<file path="config.mk">
export PLATFORM = sky130hd
export DESIGN_NAME = branch_resolve_ctrl
export DESIGN_NICKNAME = d
export VERILOG_FILES = /design/src/rtl/branch_resolve_ctrl_pkg.sv /design/src/rtl/branch_bht.sv /design/src/rtl/branch_conditional.sv /design/src/rtl/branch_resolve_ctrl.sv
export SDC_FILE = /design/constraint.sdc
export NUM_CORES = 1
export LEC_CHECK = 0
export BUFFER_PORTS_ARGS = -buffer_cell sky130_fd_sc_hd__buf_2
export CAP_MARGIN = 20
export CORE_MARGIN = 5
export CORE_UTILIZATION = 30
export CTS_CLUSTER_DIAMETER = 80
export DETAILED_ROUTE_END_ITERATION = 6
export MAX_ROUTING_LAYER = met4
export PLACE_DENSITY = 0.46
export SLEW_MARGIN = 20
export SYNTH_ARGS = -nofsm -noshare
export SYNTH_HDL_FRONTEND = slang
export SYNTH_HIERARCHICAL = 1
export SYNTH_SLANG_ARGS = --single-unit
export TNS_END_PERCENT = 30
</file>
<file path="constraint.sdc">
create_clock -name clk -period 10.2 [get_ports clk]
set_input_delay 1.02 -clock clk [delete_from_list [all_inputs] [get_ports clk]]
set_output_delay 1.02 -clock clk [all_outputs]
set_load 0.1 [all_outputs]
</file>
<file path="src/rtl/branch_resolve_ctrl_pkg.sv">
// Shared constants and types for the EX-stage branch resolution controller.
package branch_resolve_ctrl_pkg;

    localparam logic [2:0] BRANCH_BEQ  = 3'b000;
    localparam logic [2:0] BRANCH_BNE  = 3'b001;
    localparam logic [2:0] BRANCH_BLT  = 3'b100;
    localparam logic [2:0] BRANCH_BGE  = 3'b101;
    localparam logic [2:0] BRANCH_BLTU = 3'b110;
    localparam logic [2:0] BRANCH_BGEU = 3'b111;

    typedef enum logic [1:0] {
        ST_IDLE     = 2'd0,
        ST_RESOLVE  = 2'd1,
        ST_REDIRECT = 2'd2
    } state_t;

    localparam logic [1:0] BHT_RESET = 2'b01;

    // Saturating 2-bit counter step.
    function automatic logic [1:0] bht_next(input logic [1:0] ctr,
                                            input logic       taken);
        if (taken)
            return (ctr == 2'b11) ? ctr : ctr + 2'b01;
        return (ctr == 2'b00) ? ctr : ctr - 2'b01;
    endfunction

endpackage

</file>
<file path="src/rtl/branch_bht.sv">
// Branch history table of 2-bit counters: async read port, sync write port.
module branch_bht
    import branch_resolve_ctrl_pkg::*;
#(
    parameter int IDX_W = 6
) (
    input  logic             clk,
    input  logic             rst_n,
    input  logic [IDX_W-1:0] rd_idx,
    output logic             rd_taken,
    input  logic             wr_en,
    input  logic [IDX_W-1:0] wr_idx,
    input  logic             wr_taken
);

    localparam int ENTRIES = 1 << IDX_W;

    logic [1:0] ctr [ENTRIES];

    always_ff @(posedge clk or negedge rst_n) begin
        if (!rst_n) begin
            for (int i = 0; i < ENTRIES; i++)
                ctr[i] <= BHT_RESET;
        end else if (wr_en) begin
            ctr[wr_idx] <= bht_next(ctr[wr_idx], wr_taken);
        end
    end

    // No write bypass: a same-cycle read sees the old counter.
    assign rd_taken = ctr[rd_idx][1];

endmodule

</file>
<file path="src/rtl/branch_conditional.sv">
// Branch comparator: evaluates a funct3 compare op on two operands.
module branch_conditional
    import branch_resolve_ctrl_pkg::*;
#(
    parameter int XLEN = 32
) (
    input  logic [2:0]      op,
    input  logic [XLEN-1:0] a,
    input  logic [XLEN-1:0] b,
    output logic            taken
);

    always_comb begin
        taken = 1'b0;
        case (op)
            BRANCH_BEQ:  taken = (a == b);
            BRANCH_BNE:  taken = (a != b);
            BRANCH_BLT:  taken = ($signed(a) <  $signed(b));
            BRANCH_BGE:  taken = ($signed(a) >= $signed(b));
            BRANCH_BLTU: taken = (a <  b);
            BRANCH_BGEU: taken = (a >= b);
            default:     taken = 1'b0;
        endcase
    end

endmodule

</file>
<file path="src/rtl/branch_resolve_ctrl.sv">
// EX branch/jump resolution, mispredict redirect and BHT training.
// Optional BRANCH_STATS_EN adds branch / mispredict counters.
module branch_resolve_ctrl
    import branch_resolve_ctrl_pkg::*;
#(
    parameter int BHT_IDX_W = 6,
    parameter int XLEN      = 32
) (
    input  logic            clk,
    input  logic            rst_n,
    input  logic            req_valid,
    output logic            req_ready,
    input  logic [2:0]      req_branch_op,
    input  logic            req_is_jal,
    input  logic            req_is_jalr,
    input  logic [XLEN-1:0] req_pc,
    input  logic [XLEN-1:0] req_rs1,
    input  logic [XLEN-1:0] req_rs2,
    input  logic [XLEN-1:0] req_imm,
    input  logic            req_pred_taken,
    input  logic [XLEN-1:0] req_pred_target,
    input  logic            flush,
    output logic            res_valid,
    output logic            res_taken,
    output logic [XLEN-1:0] res_link,
    output logic            res_misalign,
    output logic            redir_valid,
    input  logic            redir_ready,
    output logic [XLEN-1:0] redir_pc,
    input  logic [XLEN-1:0] pred_pc,
    output logic            pred_taken
`ifdef BRANCH_STATS_EN
    ,
    output logic [31:0]     stat_branches,
    output logic [31:0]     stat_mispredicts
`endif
);

    state_t state, state_next;

    logic            up;
    logic [2:0]      op_q;
    logic            jal_q, jalr_q, pt_q;
    logic [XLEN-1:0] pc_q, rs1_q, rs2_q, imm_q, ptgt_q;

    logic            accept, cmp_taken, taken, cond;
    logic            misalign, mispredict, bht_we, go_redir;
    logic [XLEN-1:0] jalr_sum, target, link, next_pc;
    logic            unused_pred_bits;

    // Held low until the first clock after reset release.
    always_ff @(posedge clk or negedge rst_n) begin
        if (!rst_n) up <= 1'b0;
        else        up <= 1'b1;
    end

    assign req_ready = up && (state == ST_IDLE) && !flush;
    assign accept    = req_valid && req_ready;

    always_ff @(posedge clk or negedge rst_n) begin
        if (!rst_n) begin
            op_q   <= '0;
            jal_q  <= 1'b0;
            jalr_q <= 1'b0;
            pt_q   <= 1'b0;
            pc_q   <= '0;
            rs1_q  <= '0;
            rs2_q  <= '0;
            imm_q  <= '0;
            ptgt_q <= '0;
        end else if (accept) begin
            op_q   <= req_branch_op;
            jal_q  <= req_is_jal;
            jalr_q <= req_is_jalr;
            pt_q   <= req_pred_taken;
            pc_q   <= req_pc;
            rs1_q  <= req_rs1;
            rs2_q  <= req_rs2;
            imm_q  <= req_imm;
            ptgt_q <= req_pred_target;
        end
    end

    branch_conditional #(.XLEN(XLEN)) u_cmp (
        .op    (op_q),
        .a     (rs1_q),
        .b     (rs2_q),
        .taken (cmp_taken)
    );

    assign cond       = !jal_q && !jalr_q;
    assign taken      = !cond || cmp_taken;
    assign jalr_sum   = rs1_q + imm_q;
    assign target     = jalr_q ? (jalr_sum & ~{{(XLEN-1){1'b0}}, 1'b1})
                               : pc_q + imm_q;
    assign link       = pc_q + XLEN'(4);
    assign next_pc    = taken ? target : link;
    assign misalign   = taken && target[1];
    assign mispredict = (taken != pt_q) || (taken && (ptgt_q != target));

    always_comb begin
        state_next  = state;
        res_valid   = 1'b0;
        redir_valid = 1'b0;
        bht_we      = 1'b0;
        go_redir    = 1'b0;
        case (state)
            ST_IDLE: begin
                if (accept) state_next = ST_RESOLVE;
            end
            ST_RESOLVE: begin
                state_next = ST_IDLE;
                if (!flush) begin
                    res_valid = 1'b1;
                    bht_we    = cond && !misalign;
                    go_redir  = mispredict && !misalign;
                    if (go_redir) state_next = ST_REDIRECT;
                end
            end
            ST_REDIRECT: begin
                if (flush) begin
                    state_next = ST_IDLE;
                end else begin
                    redir_valid = 1'b1;
                    if (redir_ready) state_next = ST_IDLE;
                end
            end
            default: state_next = ST_IDLE;
        endcase
    end

    always_ff @(posedge clk or negedge rst_n) begin
        if (!rst_n) state <= ST_IDLE;
        else        state <= state_next;
    end

    always_ff @(posedge clk or negedge rst_n) begin
        if (!rst_n)        redir_pc <= '0;
        else if (go_redir) redir_pc <= next_pc;
    end

    assign res_taken    = res_valid && taken;
    assign res_misalign = res_valid && misalign;
    assign res_link     = res_valid ? link : '0;

    branch_bht #(.IDX_W(BHT_IDX_W)) u_bht (
        .clk      (clk),
        .rst_n    (rst_n),
        .rd_idx   (pred_pc[BHT_IDX_W+1:2]),
        .rd_taken (pred_taken),
        .wr_en    (bht_we),
        .wr_idx   (pc_q[BHT_IDX_W+1:2]),
        .wr_taken (taken)
    );

    assign unused_pred_bits = ^{pred_pc[XLEN-1:BHT_IDX_W+2], pred_pc[1:0]};

`ifdef BRANCH_STATS_EN
    always_ff @(posedge clk or negedge rst_n) begin
        if (!rst_n) begin
            stat_branches    <= '0;
            stat_mispredicts <= '0;
        end else begin
            if (res_valid) stat_branches    <= stat_branches + 32'd1;
            if (go_redir)  stat_mispredicts <= stat_mispredicts + 32'd1;
        end
    end
`endif

endmodule
</file>
* Yosys cells after proc, flatten, opt, wreduce, memory -nomap -nowiden *
Cells that the tools add are included.

operators by class
  equal/unequal tests = 14
  muxes and demuxes = 33
  $add $sub $neg = 5
  order comparisons = 7
  bitwise operators = 2
  reduce and logical (&&, ||, !) cells = 22

operators by type and width
  kind                   count
  $bwmux 128             1
  $mux 32                3
  $add 32x32->32         2
  $ge 32x32->1           2
  $lt 32x32->1           2
  $ne 32x32->1           2
  $add 32x3->32 const B  1
  $eq 32x32->1           1
  $mux 2                 15
  $bmux 2 s6             2
  $ge 7x7->1 const B     2
  $not 6->7              2
  $demux 2 s6            1
  $eq 3x3->1 const B     4
  $logic_and 1x1->1      11
  $mux 1                 9
  $lt 7x1->1 const B     1
  $pmux 1 s6             1
  $pmux 2 s3             1
  $logic_not 1->1        5
  $eq 2x2->1 const B     2
  $logic_not 2->1        2
  $eq 3x1->1 const B     1
  $logic_not 3->1        1
  other kinds (8)        9

word-level totals
  output and inout port bits = 70
  word-level logic and storage cells = 159
  input port bits = 203
  bits in registers = 329

* Depth between registers and ports, before layout *
  word-level depth = 13
  mapped depth = 19
  gate-level depth less buffers = 18

* Cells and area by module *
Netlist, hierarchy kept.

modules (own cells, without submodules)
  module               cells each  sequential area each (um^2)  area each (um^2)  instances
  branch_resolve_ctrl  1364        5029.8                       13439.1           1
  branch_bht           652         3283.1                       6687.7            1
  branch_conditional   128         0.0                          923.4             1

* Worst setup path after synthesis *
OpenSTA, ideal clock, no wires.

  path type = input -> register
  start point = input port flush
  end point = register imm_q[30]
  setup slack = 4314 ps
  required time = 10075 ps
  buffers on the path = 3
  setup time = 125 ps
  data arrival time = 5761 ps
  stages on the path = 6
  cell sequence = nor4b_1 > and2_1 > clkbuf_1 > clkbuf_1 > clkbuf_1 > mux2_2

between the ends
  cells in the longest elaborated chain, start to end = 3

RTL lines
  element               line                       RTL
  from (decl)           branch_resolve_ctrl.sv:22  input logic flush,
  $logic_not 1->1       --
  $logic_and 1x1->1     branch_resolve_ctrl.sv:57  assign req_ready = up && (state == ST_IDLE) && !flush;
  $logic_and 1x1->1     branch_resolve_ctrl.sv:58  assign accept = req_valid && req_ready;
  to (signal assigned)  branch_resolve_ctrl.sv:79  imm_q <= req_imm;
  to (decl)             branch_resolve_ctrl.sv:44  logic [XLEN-1:0] pc_q, rs1_q, rs2_q, imm_q, ptgt_q;

Every way passes these cells.
A chain may end at the register's enable or synchronous reset.

* Worst setup path after layout *
  start point = register rs1_q[14]
  end point = register redir_pc[12]

between the ends
  cells in the longest elaborated chain, start to end = 8
  elaborated cells between the ends (all ways) = 20
  classes of those cells = 1 x add/sub; 4 x order compare; 4 x eq/ne; 5 x mux; 6 x reduce/logical

RTL lines
  element                                              line                                                   RTL
  from (decl)                                          branch_resolve_ctrl.sv:44
  from (signal assigned)                               branch_resolve_ctrl.sv:77                              rs1_q <= req_rs1;
  $ge 32x32->1, or another cell as far along           branch_conditional.sv:21                               BRANCH_BGEU: taken = (a >= b);
  $pmux 1 s6 (*)                                       branch_conditional.sv:15                               case (op)
  net cmp_taken                                        branch_resolve_ctrl.sv:46                              logic accept, cmp_taken, taken, cond;
  $logic_or 1x1->1 (*)                                 branch_resolve_ctrl.sv:92                              assign taken = !cond || cmp_taken;
  $ne 1x1->1, or another cell as far along             branch_resolve_ctrl.sv:99                              assign mispredict = (taken != pt_q) || (taken && (ptgt_q != target));
  $logic_or 1x1->1 or $logic_not 1->1 (tied branches)  branch_resolve_ctrl.sv:99, branch_resolve_ctrl.sv:116
  $logic_and 1x1->1                                    branch_resolve_ctrl.sv:116                             go_redir = mispredict && !misalign;
  $mux 1                                               branch_resolve_ctrl.sv:113                             if (!flush) begin
  $mux 1                                               branch_resolve_ctrl.sv:107                             case (state)
  to (signal assigned)                                 branch_resolve_ctrl.sv:139                             else if (go_redir) redir_pc <= next_pc;
  to (decl)                                            branch_resolve_ctrl.sv:29                              output logic [XLEN-1:0] redir_pc,

Mark *: on every way through the listed nets, which the timed path passes. The rest lies on a longest branch.

==> reports/results.ini <==
[finish]
syn_to_final_growth_pct = 16.9
drive_gt1_frac = 0.285
layout.nets = 2653
fin_util = 0.353
stdcell_area_um2 = 24600

[global_route]
grt_pass1_vias = 17628
grt_pass1_wl_um = 111000
grt_use_total = 0.200
overflow = 0
antenna_found_initial = 4
grt_max_degree = 159
use_met3 = 0.0357
busiest_layer = met2
grt_use_met1 = 0.244
grtUsageMet2 = 0.332

[timing]
timing.final.setup_violations = 0
slew_headroom = 0.208
min_period_ns = 5.87
skew_ns = 0.0363
setup_tns_ns = 0
timing.final.hold_violations = 0
tightestPinTransition_ns = 1.18
drv_slew = 0
rsz0062_at_grt = false
min_period_over_period = 0.576
timing.final.ws_setup_ns = 4.33
clock.fmax_ghz = 0.170

[synthesis]
ys_seq_area_frac = 0.395
postSynthAreaPerCell_um2 = 9.82
ys_seq_elements = 329
netlist_area_um2 = 21100
synth_edf_count = 0
synthArstFlopShare = 1.00
syn_nets = 2443
ys_types = 101
synth_ff_type = dfrtp_1
synth_cells = 2144
ys_warn_count = 6

[clocking]
cts_root_buf = clkbuf_16
clkLatencyLatePin_ns = 0.61
holdBufCountCts = 0
path_clk_slew_ns = 0.06
cts-buffers-inserted = 43
cts_post_setup_buffers_inserted = 0
clkSinkCount = 329
cts_max_path_buffers = 3
cts.htree.levels = 2
cts_tree = built
cts_resized = 0

[routing]
drt-total-wl_um = 75300
viasPerCell = 5.22
drtIter0Drc = 1163
avgRoutedWirePerCell_um = 22.6
drtAntennaViolNets = 0
drc = 0
via_count = 17372
first_pass_iters = 6

[pwr]
seqPwrFrac = 0.264
cellLeakagePower_nw = 10.5
switching_share = 0.470
p_comb_frac = 0.504
clkPwrFrac = 0.233
power.total_mw = 6.78
power_switching_mw = 3.18
vdd_drop_max_mv = 0.147
p_per_area_nw_per_um2 = 275
internal_power_mw = 3.59

[setup_path]
crit_fanout = 33
crit_type = reg2reg
startpoint_type = flop
crit_required_ns = 10.67
crit_arrival_ns = 6.34
end_kind = flop

[floorplan]
die-area_um2 = 75600
ios = 273
die_y_um = 275
core_um2 = 69800
start_util = 0.302
die_w_um = 275
row_count = 97

[worst_hold_path]
hold_class = reg2reg

[placed_design]
port_buffers = 246
placed_cell_area_um2 = 23100
place_ws_ns = 4.42
hpwlAfterDp_um = 56600
gp_congestion = 0.903

[job]
max_cap_viol_count = 0

[status]
status = completed

[path summary, 6_finish.rpt]
kind	startpoint	endpoint	slack [ns]	depth (start not counted)
worst min-delay path	u_bht/ctr[8]	u_bht/ctr[8]	0.46	2
worst min register to register	u_bht/ctr[8]	u_bht/ctr[8]	0.46	2
worst max-delay path	rs1_q[14]	redir_pc[12]	4.33	17
max in group asynchronous	rst_n	pc_q[3]	8.27	2
worst max register to register	rs1_q[14]	redir_pc[12]	4.33	17
min in group asynchronous	rst_n	redir_pc[29]	0.48	1
[metal layers]
layer	up-vias	wire, um
met1	8542	31400
met4	0	2970
met2	483	36700
met5	-	0
li1	8217	-
met3	130	4220
[cell usage after synthesis (all sizes together), types with 37 or more instances]
library cell / count / area share
nand4: 37 / 0.012
a21oi: 109 / 0.026
ha: 94 / 0.056
clkbuf: 50 / 0.0089
o21ai: 221 / 0.053
nor2: 121 / 0.022
buf: 55 / 0.018
mux2: 205 / 0.11
xnor2: 44 / 0.018
xor2: 55 / 0.023
nand2: 329 / 0.059
inv: 65 / 0.012
dfstp: 64 / 0.080
dfrtp: 265 / 0.32
[per-stage QoR]
stage | instances | hold slack (ns)
floorplan | 2144 | 0.440
global placement | 3248 | 0.449
detailed placement | 3249 | 0.454
CTS | 3327 | 0.463
global route | 3328 | 0.476
finish | 3328 | 0.461
[power groups by stage]
stage	combinational, mW	sequential (mW)	clock, mW
after detailed placement	3.43	1.82	0
after floorplan	2.07	2.15	0
after global placement	3.41	1.82	0
after global routing	3.69	1.82	1.67
after CTS	3.45	1.80	1.63
final	3.41	1.79	1.58
[worst max-delay path, stage by stage (launching register included)]
cell,delay (ns)
dfrtp_1,0.42
ha_1,0.34
nand4_1,0.18
nor4_1,0.72
a311oi_1,0.23
a211o_2,0.32
nor3_2,0.47
o21ai_0,0.18
o21ai_0,0.10
nand3_1,0.11
a2111oi_2,0.46
o211ai_1,0.15
nor4b_1,0.51
nand4_1,0.19
nor4_2,0.47
a41oi_4,0.14
buf_4,0.33
mux2_4,0.38
[area by class of cell]
| cell class | instances | area, um^2 |
|---|---|---|
| Multi-Input combinational cell | 1645 | 12000 |
| Antenna cell | 1 | 2.50 |
| Inverter | 65 | 244 |
| Sequential cell | 329 | 8320 |
| Fill cell | 7162 | 45200 |
| Clock buffer | 58 | 1210 |
| Clock inverter | 20 | 263 |
| Tap cell | 940 | 1180 |
| Timing Repair Buffer | 270 | 1440 |
[sequential cells by signal, indices dropped and copies added (netlist names)]
| signal | flops |
|---|---|
| rs1_q | 32 |
| redir_pc | 32 |
| jalr_q | 1 |
| imm_q | 32 |
| rs2_q | 32 |
| u_bht/ctr | 128 |
| ptgt_q | 32 |
| jal_q | 1 |
| op_q | 3 |
| state | 2 |
| pt_q | 1 |
| up | 1 |
| pc_q | 32 |
[logic make-up after synthesis]
family,count (synthesis),synth area share
and+or+nand+nor,655,0.144
AOI/OAI and AO/OA,522,0.154
DFF,329,0.395
muxes,269,0.167
buffers and inverters,170,0.0387
xor gates and xnor gates,100,0.0423
adders and majority gates,98,0.0591
other,1,0.000178
[layout by cell type (no fill, tap or decap), drive strengths merged, types with 12 or more instances in the layout]
cell and count:
nand2 329, buf 270, dfrtp 265, o21ai 221, mux2 205, nor2 121
a21oi 109, ha 94, inv 67, dfstp 64, clkbuf 58, xor2 55
xnor2 44, nand4 37, nand3 36, mux4 36, mux2i 28, nor3 24
a211oi 23, a21o 22, a22oi 18, and3 17, o211ai 15, nor4 15
o21a 14, nand2b 14, a31oi 13, clkinv 12
Note: power is estimated with default switching activity, not from simulation.
